<file path="src/rtl/bcd_ascii_streamer.sv">
// Streams one captured packed-BCD reading as an ASCII frame: digits (MSD first),
// unit character, CR, LF -- one byte per valid/ready handshake.
module bcd_ascii_streamer #(
  parameter int unsigned DIGITS_P    = 4,
  parameter logic [7:0]  UNIT_TEMP_P = 8'h43,
  parameter logic [7:0]  UNIT_LDR_P  = 8'h4C,
  parameter logic [7:0]  BAD_DIGIT_P = 8'h3F
) (
  input  logic                    Clk_i,
  input  logic                    Reset_i,
  input  logic                    Data_Available_i,
  input  logic [4*DIGITS_P-1:0]   Data_i,
  input  logic [1:0]              Div_Stages_i,
  input  logic                    Temp_LDR_i,
  input  logic                    Tx_Ready_i,
  output logic                    Tx_Valid_o,
  output logic [7:0]              Tx_Data_o,
  output logic                    Busy_o,
  output logic                    Overrun_o,
  output logic                    Digit_Error_o
);

  localparam int unsigned DATA_W = 4 * DIGITS_P;
  localparam logic [7:0]  CR_CHAR = 8'h0D;
  localparam logic [7:0]  LF_CHAR = 8'h0A;

  typedef enum logic [2:0] {
    ST_IDLE,
    ST_DIGIT,
    ST_UNIT,
    ST_CR,
    ST_LF
  } state_t;

  state_t            state;
  logic [DATA_W-1:0] data_q;
  logic [1:0]        stages_q;
  logic              sel_q;
  logic [1:0]        idx;

  logic              transfer;
  logic              capture;
  logic [3:0]        cur_nib;
  logic [3:0]        nxt_nib;
  logic [1:0]        nxt_idx;

  function automatic logic [7:0] ascii_digit(input logic [3:0] n);
    return (n <= 4'd9) ? (8'h30 + {4'h0, n}) : BAD_DIGIT_P;
  endfunction

  // Handshake and capture qualification; a strobe on the LF transfer edge starts the next frame.
  assign transfer = Tx_Valid_o & Tx_Ready_i;
  assign capture  = Data_Available_i &
                    ((state == ST_IDLE) || ((state == ST_LF) && transfer));
  assign nxt_idx  = idx + 2'd1;
  assign cur_nib  = data_q[{idx, 2'b00} +: 4];
  assign nxt_nib  = data_q[{nxt_idx, 2'b00} +: 4];

  always_ff @(posedge Clk_i) begin
    if (Reset_i) begin
      state         <= ST_IDLE;
      data_q        <= '0;
      stages_q      <= 2'd0;
      sel_q         <= 1'b0;
      idx           <= 2'd0;
      Tx_Valid_o    <= 1'b0;
      Tx_Data_o     <= 8'h00;
      Busy_o        <= 1'b0;
      Overrun_o     <= 1'b0;
      Digit_Error_o <= 1'b0;
    end else begin
      Overrun_o <= Data_Available_i & ~capture & (state != ST_IDLE);
      if (capture) begin
        state         <= ST_DIGIT;
        data_q        <= Data_i;
        stages_q      <= Div_Stages_i;
        sel_q         <= Temp_LDR_i;
        idx           <= 2'd0;
        Digit_Error_o <= 1'b0;
        Tx_Valid_o    <= 1'b1;
        Busy_o        <= 1'b1;
        Tx_Data_o     <= ascii_digit(Data_i[3:0]);
      end else begin
        case (state)
          ST_DIGIT: begin
            if (transfer) begin
              if (cur_nib > 4'd9) Digit_Error_o <= 1'b1;
              if (idx == stages_q) begin
                state     <= ST_UNIT;
                Tx_Data_o <= sel_q ? UNIT_TEMP_P : UNIT_LDR_P;
              end else begin
                idx       <= nxt_idx;
                Tx_Data_o <= ascii_digit(nxt_nib);
              end
            end
          end
          ST_UNIT: begin
            if (transfer) begin
              state     <= ST_CR;
              Tx_Data_o <= CR_CHAR;
            end
          end
          ST_CR: begin
            if (transfer) begin
              state     <= ST_LF;
              Tx_Data_o <= LF_CHAR;
            end
          end
          ST_LF: begin
            if (transfer) begin
              state      <= ST_IDLE;
              Tx_Valid_o <= 1'b0;
              Busy_o     <= 1'b0;
              Tx_Data_o  <= 8'h00;
            end
          end
          default: begin
            state <= ST_IDLE;
          end
        endcase
      end
    end
  end

endmodule

</file>
<file path="config.mk">
export PLATFORM = sky130hd
export DESIGN_NAME = bcd_ascii_streamer
export DESIGN_NICKNAME = d
export VERILOG_FILES = /design/src/rtl/bcd_ascii_streamer.sv
export SDC_FILE = /design/constraint.sdc
export NUM_CORES = 1
export LEC_CHECK = 0
export CELL_PAD_IN_SITES_DETAIL_PLACEMENT = 0
export CELL_PAD_IN_SITES_GLOBAL_PLACEMENT = 1
export CORE_MARGIN = 4
export CORE_UTILIZATION = 34
export DETAILED_ROUTE_END_ITERATION = 7
export GPL_ROUTABILITY_DRIVEN = 0
export PLACE_DENSITY_LB_ADDON = 0.1
export SLEW_MARGIN = 10
export SYNTH_ARGS = -nofsm -noshare
export SYNTH_HDL_FRONTEND = slang
export SYNTH_SLANG_ARGS = --single-unit
</file>
<file path="constraint.sdc">
create_clock -name Clk_i -period 1.9 [get_ports Clk_i]
set_clock_uncertainty 0.2 [all_clocks]
set_input_delay 0.57 -clock Clk_i [delete_from_list [all_inputs] [get_ports Clk_i]]
set_output_delay 0.57 -clock Clk_i [all_outputs]
set_load 0.005 [all_outputs]
</file>
==> results of run 1 <==
-- state kept, by name, summed over array words and instances (netlist names) --
register,count
data_q,16
Overrun_o,1
sel_q,1
Busy_o,1
state,3
idx,2
Digit_Error_o,1
Tx_Data_o,6
stages_q,2
-- cells by family after synthesis --
kind of cell | share of synthesized area [%]
simple gates | 22.2
compound gates | 21.6
flops | 38.8
buf+inv | 7.72
mux | 6.47
xor+xnor | 2.94
other cells | 0.220
-- power by group --
group / total (mW) / switching (mW) / internal, mW
clock: 0.591 / 0.263 / 0.327
sequential: 0.766 / 0.0325 / 0.734
combinational: 0.359 / 0.165 / 0.194
total: 1.72 / 0.461 / 1.26
-- metal layers --
metal	vias to the layer above	global-route usage [%]
met5	-	0
met4	0	6.12
met3	8	3.85
met2	31	25.6
met1	724	20.7
li1	815	-
-- repair_timing --
action,in CTS,in global routing
setup buffers,3,1
pin swaps,1,3
cloned,2,0
endpoints found under the setup margin,37,14
resized for setup,23,21
-- layout make-up --
class	instances	area share, %
multi-input combinational	149	39.8
tap	67	3.42
clock inverter	1	0.204
inverter	6	0.918
sequential	33	27.4
timing repair buffer	61	24.3
clock buffer	7	3.93
-- Yosys cell counts (2+ instances only) --
cell type	n	area, um2
mux2i_1	2	20.0
a311oi_1	2	17.5
nor2b_1	3	18.8
nor4_1	2	12.5
o311ai_0	2	17.5
a31oi_1	3	18.8
buf_4	5	37.5
mux4_2	4	90.1
nor2_1	13	48.8
o21ai_1	2	10.0
a21oi_1	27	135
nand2b_1	2	12.5
buf_6	3	33.8
xor2_2	2	32.5
o211ai_1	3	22.5
and3_1	3	18.8
o21ai_0	8	40.0
clkbuf_1	5	18.8
nand2_1	42	158
nor3_1	3	15.0
buf_2	3	15.0
inv_1	6	22.5
nand3_1	3	15.0
dfxtp_1	33	661
nand3b_1	2	15.0
-- path summary, 6_finish.rpt --
kind                            cells past startpoint  slack (ns)                         to
worst max-delay path                                1        0.03               Tx_Data_o[5]
worst min-delay path                                2        0.26    data_q[12]$_SDFFE_PP0P_
worst max register to register                      6        0.08  Tx_Data_o[1]$_SDFFE_PP0P_
worst min register to register                      2        0.26    data_q[12]$_SDFFE_PP0P_
-- cell usage in the layout, fill, tap and decap left out, drive strengths merged, types with 5 or more instances in the layout --
cell,netlist,routed
clkbuf,5,7
dlymetal6s2s,0,5
o21ai,10,10
clkdlybuf4s50,0,21
buf,12,28
dlygate4sd2,0,7
inv,6,6
nand2,42,42
nor2,13,13
dfxtp,33,33
a21oi,28,28
-- through the flow --
step,hold WS (ns),cells,utilization [%],power [mW]
global route,0.283,324,51.2,1.80
finish,0.262,324,51.2,1.72
floorplan,0.233,205,-,0.945
detailed placement,0.254,310,45.6,1.09
global placement,0.246,310,45.6,1.09
CTS,0.263,323,49.9,1.72
==> metrics.md, run 1 <==
| Metric | Value |
|---|---|
| Unique masters post-synth | 47 |
| CP cell instances | clkdlybuf4s50_1 |
| Global-route wire length before repair | 7.78 mm |
| Max Transition Viols Final | 0 |
| Worst vdd ir | 0.000371 V |
| Ant diodes | 0 |
| Initial DRC Count | 77 |
| Final hold violations | 0 |
| Sequential area share after synthesis | 38.8% |
| Placed instance area | 2180 um2 |
| Via density | 4.87 |
| Post-Syn Area | 1700 um2 |
| H-Tree Depth | 2 |
| Kind of critical path | reg -> out |
| Outcome | completed |
| DIE WIDTH | 78.7 um |
| DRC | 0 |
| Rel. slew slack | 67.3% |
| FF-to-FF Start | idx[0]$_SDFFE_PP0P_ |
| Synth async-reset ratio | 0% |
| Post-synth EDFFs | 0 |
| Tmin final | 1.87 ns |
| Slew at the pin closest to its max-slew limit | 0.484 ns |
| Vias | 1578 |
| Routed len/inst | 14.1 um |
| First drt pass iteration count | 4 |
| Hold_sp | data_q[12]$_SDFFE_PP0P_ |
| Cells after synthesis | 205 |
| Final Instance Area | 2450 um2 |
| Nets | 279 |
| CP Launch Type | register |
| Die span in y | 78.7 um |
| Overflow after GRT | 0 |
| Fin crit share | 98.2% |
| Highest routing layer actually used | met4 |
| Row count | 25 |
| Max Freq | 536 MHz |
| Largest net degree at the start of global routing | 16 |
| Synthesized flop and latch total | 33 |
| Syn-to-layout area delta | 44.1% |
| CP delay by family, top | buffers and inverters |
| Cts bufs inserted | 5 |
| Met2 WL | 2.18 mm |
| Total die area | 6200 um2 |
| Largest stage delay, worst path | 0.49 ns |
| IO Port Bufs | 33 |
| # hold bufs at CTS | 0 |
| Area of the multi-input gates | 976 um2 |
| Dpl hpwl | 3.38 mm |
| Final setup margin | 0.0342 ns |
| Slowest CP cell | clkdlybuf4s50_1 |
| Clk_lat worst skew | 0.29 ns |
| Post-Route M1 WL | 2.15 mm |
| Total GRT Usage | 15.9% |
| Critical Path RT | 1.13 ns |
| Root Driver | clkbuf_8 |
| CTS sink count | 33 |
| Number of fill cells | 476 |
| P_leak | 1.02 nW |
| Fraction of layout instances using a drive strength above 1 | 27.2% |
| Max_cap viols | 0 |
| Cell Pwr Density | 700 nW/um2 |
| # IOs | 35 |
| Crit path DAT | 1.10 ns |
| Syn Nets | 228 |
| Number of global-route vias before repair | 1621 |
| Crit path buf inv count | 1 |
| Top_reg_cell synth | dfxtp_1 |
| DR WL met3 | 171 um |
| Pre-CTS WS | -0.520 ns |
| Reg area | 672 um2 |
| Clock-pin slew on the worst setup and hold paths | 0.07 ns |
| Min-delay worst type | reg -> reg |
| Initial Util | 35.6% |
| # setup viols final | 0 |
| ANT nets after route | 0 |
| Critical Path End Type | output port |
| Warnings, synthesis | 0 |
| CTS tree | yes |
| Clk buf depth | 2 |
| Setup TNS | 0 ns |
| Syn avg cell area | 8.30 um2 |
| Total wire length | 4.57 mm |
| Worst-path fanout max | 2 |
| CP startpoint | Tx_Data_o[5]$_SDFFE_PP0P_ |
| Number of antenna violations at the first check in global routing | 0 |
| Core ar. | 4790 um2 |
Power figures use the tool's default switching activity.
==> run 2: changes to the inputs <==
--- a/config.mk
+++ b/config.mk
@@ -11,6 +11,7 @@
 export CORE_UTILIZATION = 34
 export DETAILED_ROUTE_END_ITERATION = 7
 export GPL_ROUTABILITY_DRIVEN = 0
+export MAX_ROUTING_LAYER = met4
 export PLACE_DENSITY_LB_ADDON = 0.1
 export SLEW_MARGIN = 10
 export SYNTH_ARGS = -nofsm -noshare
==> metrics.md, run 2 (same netlist as run 1, synthesis figures left out) <==
| Metric | Value |
|---|---|
| Pre-CTS WS | -0.520 ns |
| Outcome | completed |
| Critical Path RT | 1.13 ns |
| Row count | 25 |
| Cell Pwr Density | 700 nW/um2 |
| Number of global-route vias before repair | 1615 |
| Initial Util | 35.6% |
| Cell count after placement | 310 |
| Max_cap viols | 0 |
| CP cell instances | clkdlybuf4s50_1 |
| H-Tree Depth | 2 |
| Ant diodes | 0 |
| P_leak | 1.02 nW |
| Dpl hpwl | 3.38 mm |
| Max reg flops | 16 |
| Clk buf depth | 2 |
| R2R Setup Slk | 0.08 ns |
| Worst vdd ir | 0.000371 V |
| Final setup margin | 0.0340 ns |
| Power, Total | 1.72 mW |
| First drt pass iteration count | 4 |
| Hold WS | 0.262 ns |
| Number of antenna violations at the first check in global routing | 0 |
| Final hold violations | 0 |
| Area of the multi-input gates | 976 um2 |
| Post-Route Utilization | 51.2% |
| Max Freq | 536 MHz |
| Clk_lat worst skew | 0.29 ns |
| # IOs | 35 |
| Kind of critical path | reg -> out |
| CP Launch Type | register |
| Number of fill cells | 476 |
| Slowest CP cell | clkdlybuf4s50_1 |
| Min-delay worst type | reg -> reg |
| Fin crit share | 98.2% |
| Crit path buf inv count | 1 |
| Global-route wire length before repair | 7.79 mm |
| Largest net degree at the start of global routing | 16 |
| Tmin final | 1.87 ns |
| Biggest register | data_q |
| Total die area | 6200 um2 |
| FF-to-FF path depth | 4 |
| DIE WIDTH | 78.7 um |
| Biggest regs | data_q: 16 flops, Tx_Data_o: 6 flops, state: 3 flops |
| Final Instance Area | 2450 um2 |
| IO Port Bufs | 33 |
| CTS tree | yes |
| # setup viols final | 0 |
| Nets | 279 |
| Max Transition Viols Final | 0 |
| Worst-path fanout max | 2 |
| Die span in y | 78.7 um |
| Largest stage delay, worst path | 0.49 ns |
| Core ar. | 4790 um2 |
| Total GRT Usage | 16.4% |
| Critical path endpoint | Tx_Data_o[5] |
| Critical Path End Type | output port |
| Total wire length | 4.57 mm |
| Cts bufs inserted | 5 |
| Fraction of layout instances using a drive strength above 1 | 27.2% |
| Cell count along the critical path | 1 |
| CP startpoint | Tx_Data_o[5]$_SDFFE_PP0P_ |
| FF-to-FF Start | idx[0]$_SDFFE_PP0P_ |
| ANT nets after route | 0 |
| Commonest cells after routing, fill and taps aside | nand2_1 (40), dfxtp_1 (26), a21oi_1 (25), clkdlybuf4s50_1 (21), buf_4 (20) |
| Crit path DAT | 1.10 ns |
| Routed len/inst | 14.1 um |
| Reg area | 672 um2 |
| Placed instance area | 2180 um2 |
| Vias | 1584 |
| CP delay by family, top | buffers and inverters |
| CTS sink count | 33 |
| Overflow after GRT | 0 |
| DRC | 0 |
| Commonest non-fill, non-tap cell in the layout | nand2_1 |
| Final std cells w/o fill | 324 |
| Clock-pin slew on the worst setup and hold paths | 0.07 ns |
| Initial DRC Count | 77 |
| Syn-to-layout area delta | 44.1% |
| Critical R2R Capture | Tx_Data_o[0]$_SDFFE_PP0P_ |
| Via density | 4.89 |
| RSZ-0062 raised after global routing | no |
| # hold bufs at CTS | 0 |
| Root Driver | clkbuf_8 |
| Setup TNS | 0 ns |
-- run 2: cell types whose count changed in the layout (fill, tap and decap cells not counted) --
cell	delta
o311ai_0	-1
o311ai_1	+1
-- run 2: report_power, final --
group          internal [mW]  switching [mW]  total (mW)
Combinational          0.194           0.165       0.359
Clock                  0.327           0.264       0.591
Sequential             0.734          0.0325       0.766
Total                   1.26           0.461        1.72
-- run 2: how the worst min path moves through the flow --
stage / start / endpoint / slack [ns] / cells past startpoint
floorplan: data_q[12]$_SDFFE_PP0P_ / data_q[12]$_SDFFE_PP0P_ / 0.23 / 2
global placement: data_q[12]$_SDFFE_PP0P_ / data_q[12]$_SDFFE_PP0P_ / 0.25 / 2
detailed placement: data_q[12]$_SDFFE_PP0P_ / data_q[12]$_SDFFE_PP0P_ / 0.25 / 2
CTS: data_q[12]$_SDFFE_PP0P_ / data_q[12]$_SDFFE_PP0P_ / 0.26 / 2
global route: data_q[12]$_SDFFE_PP0P_ / data_q[12]$_SDFFE_PP0P_ / 0.28 / 2
finish: data_q[12]$_SDFFE_PP0P_ / data_q[12]$_SDFFE_PP0P_ / 0.26 / 2
-- run 2: cell type report --
| cell class | count | area share, % |
|---|---|---|
| Clock buffer | 7 | 3.93 |
| Clock inverter | 1 | 0.204 |
| Inverter | 6 | 0.918 |
| Multi-Input combinational cell | 149 | 39.8 |
| Sequential cell | 33 | 27.4 |
| Tap cell | 67 | 3.42 |
| Timing Repair Buffer | 61 | 24.3 |
-- run 2: layer usage --
layer | GRT usage [%] | vias to the layer above | part of all wire (%)
li1 | - | 814 | -
met1 | 21.1 | 729 | 47
met2 | 25.4 | 33 | 48
met3 | 3.63 | 8 | 3.5
met4 | 6.12 | 0 | 1.6
met5 | - | - | 0
-- run 2: what timing repair did --
action / 4_1_cts / 5_1_grt
gates resized for setup: 23 / 22
buffers inserted: 3 / 1
cloned: 2 / 0
endpoints found under the setup margin: 37 / 14
pin swaps: 1 / 3
endpoints found under the hold margin: 0 / 0
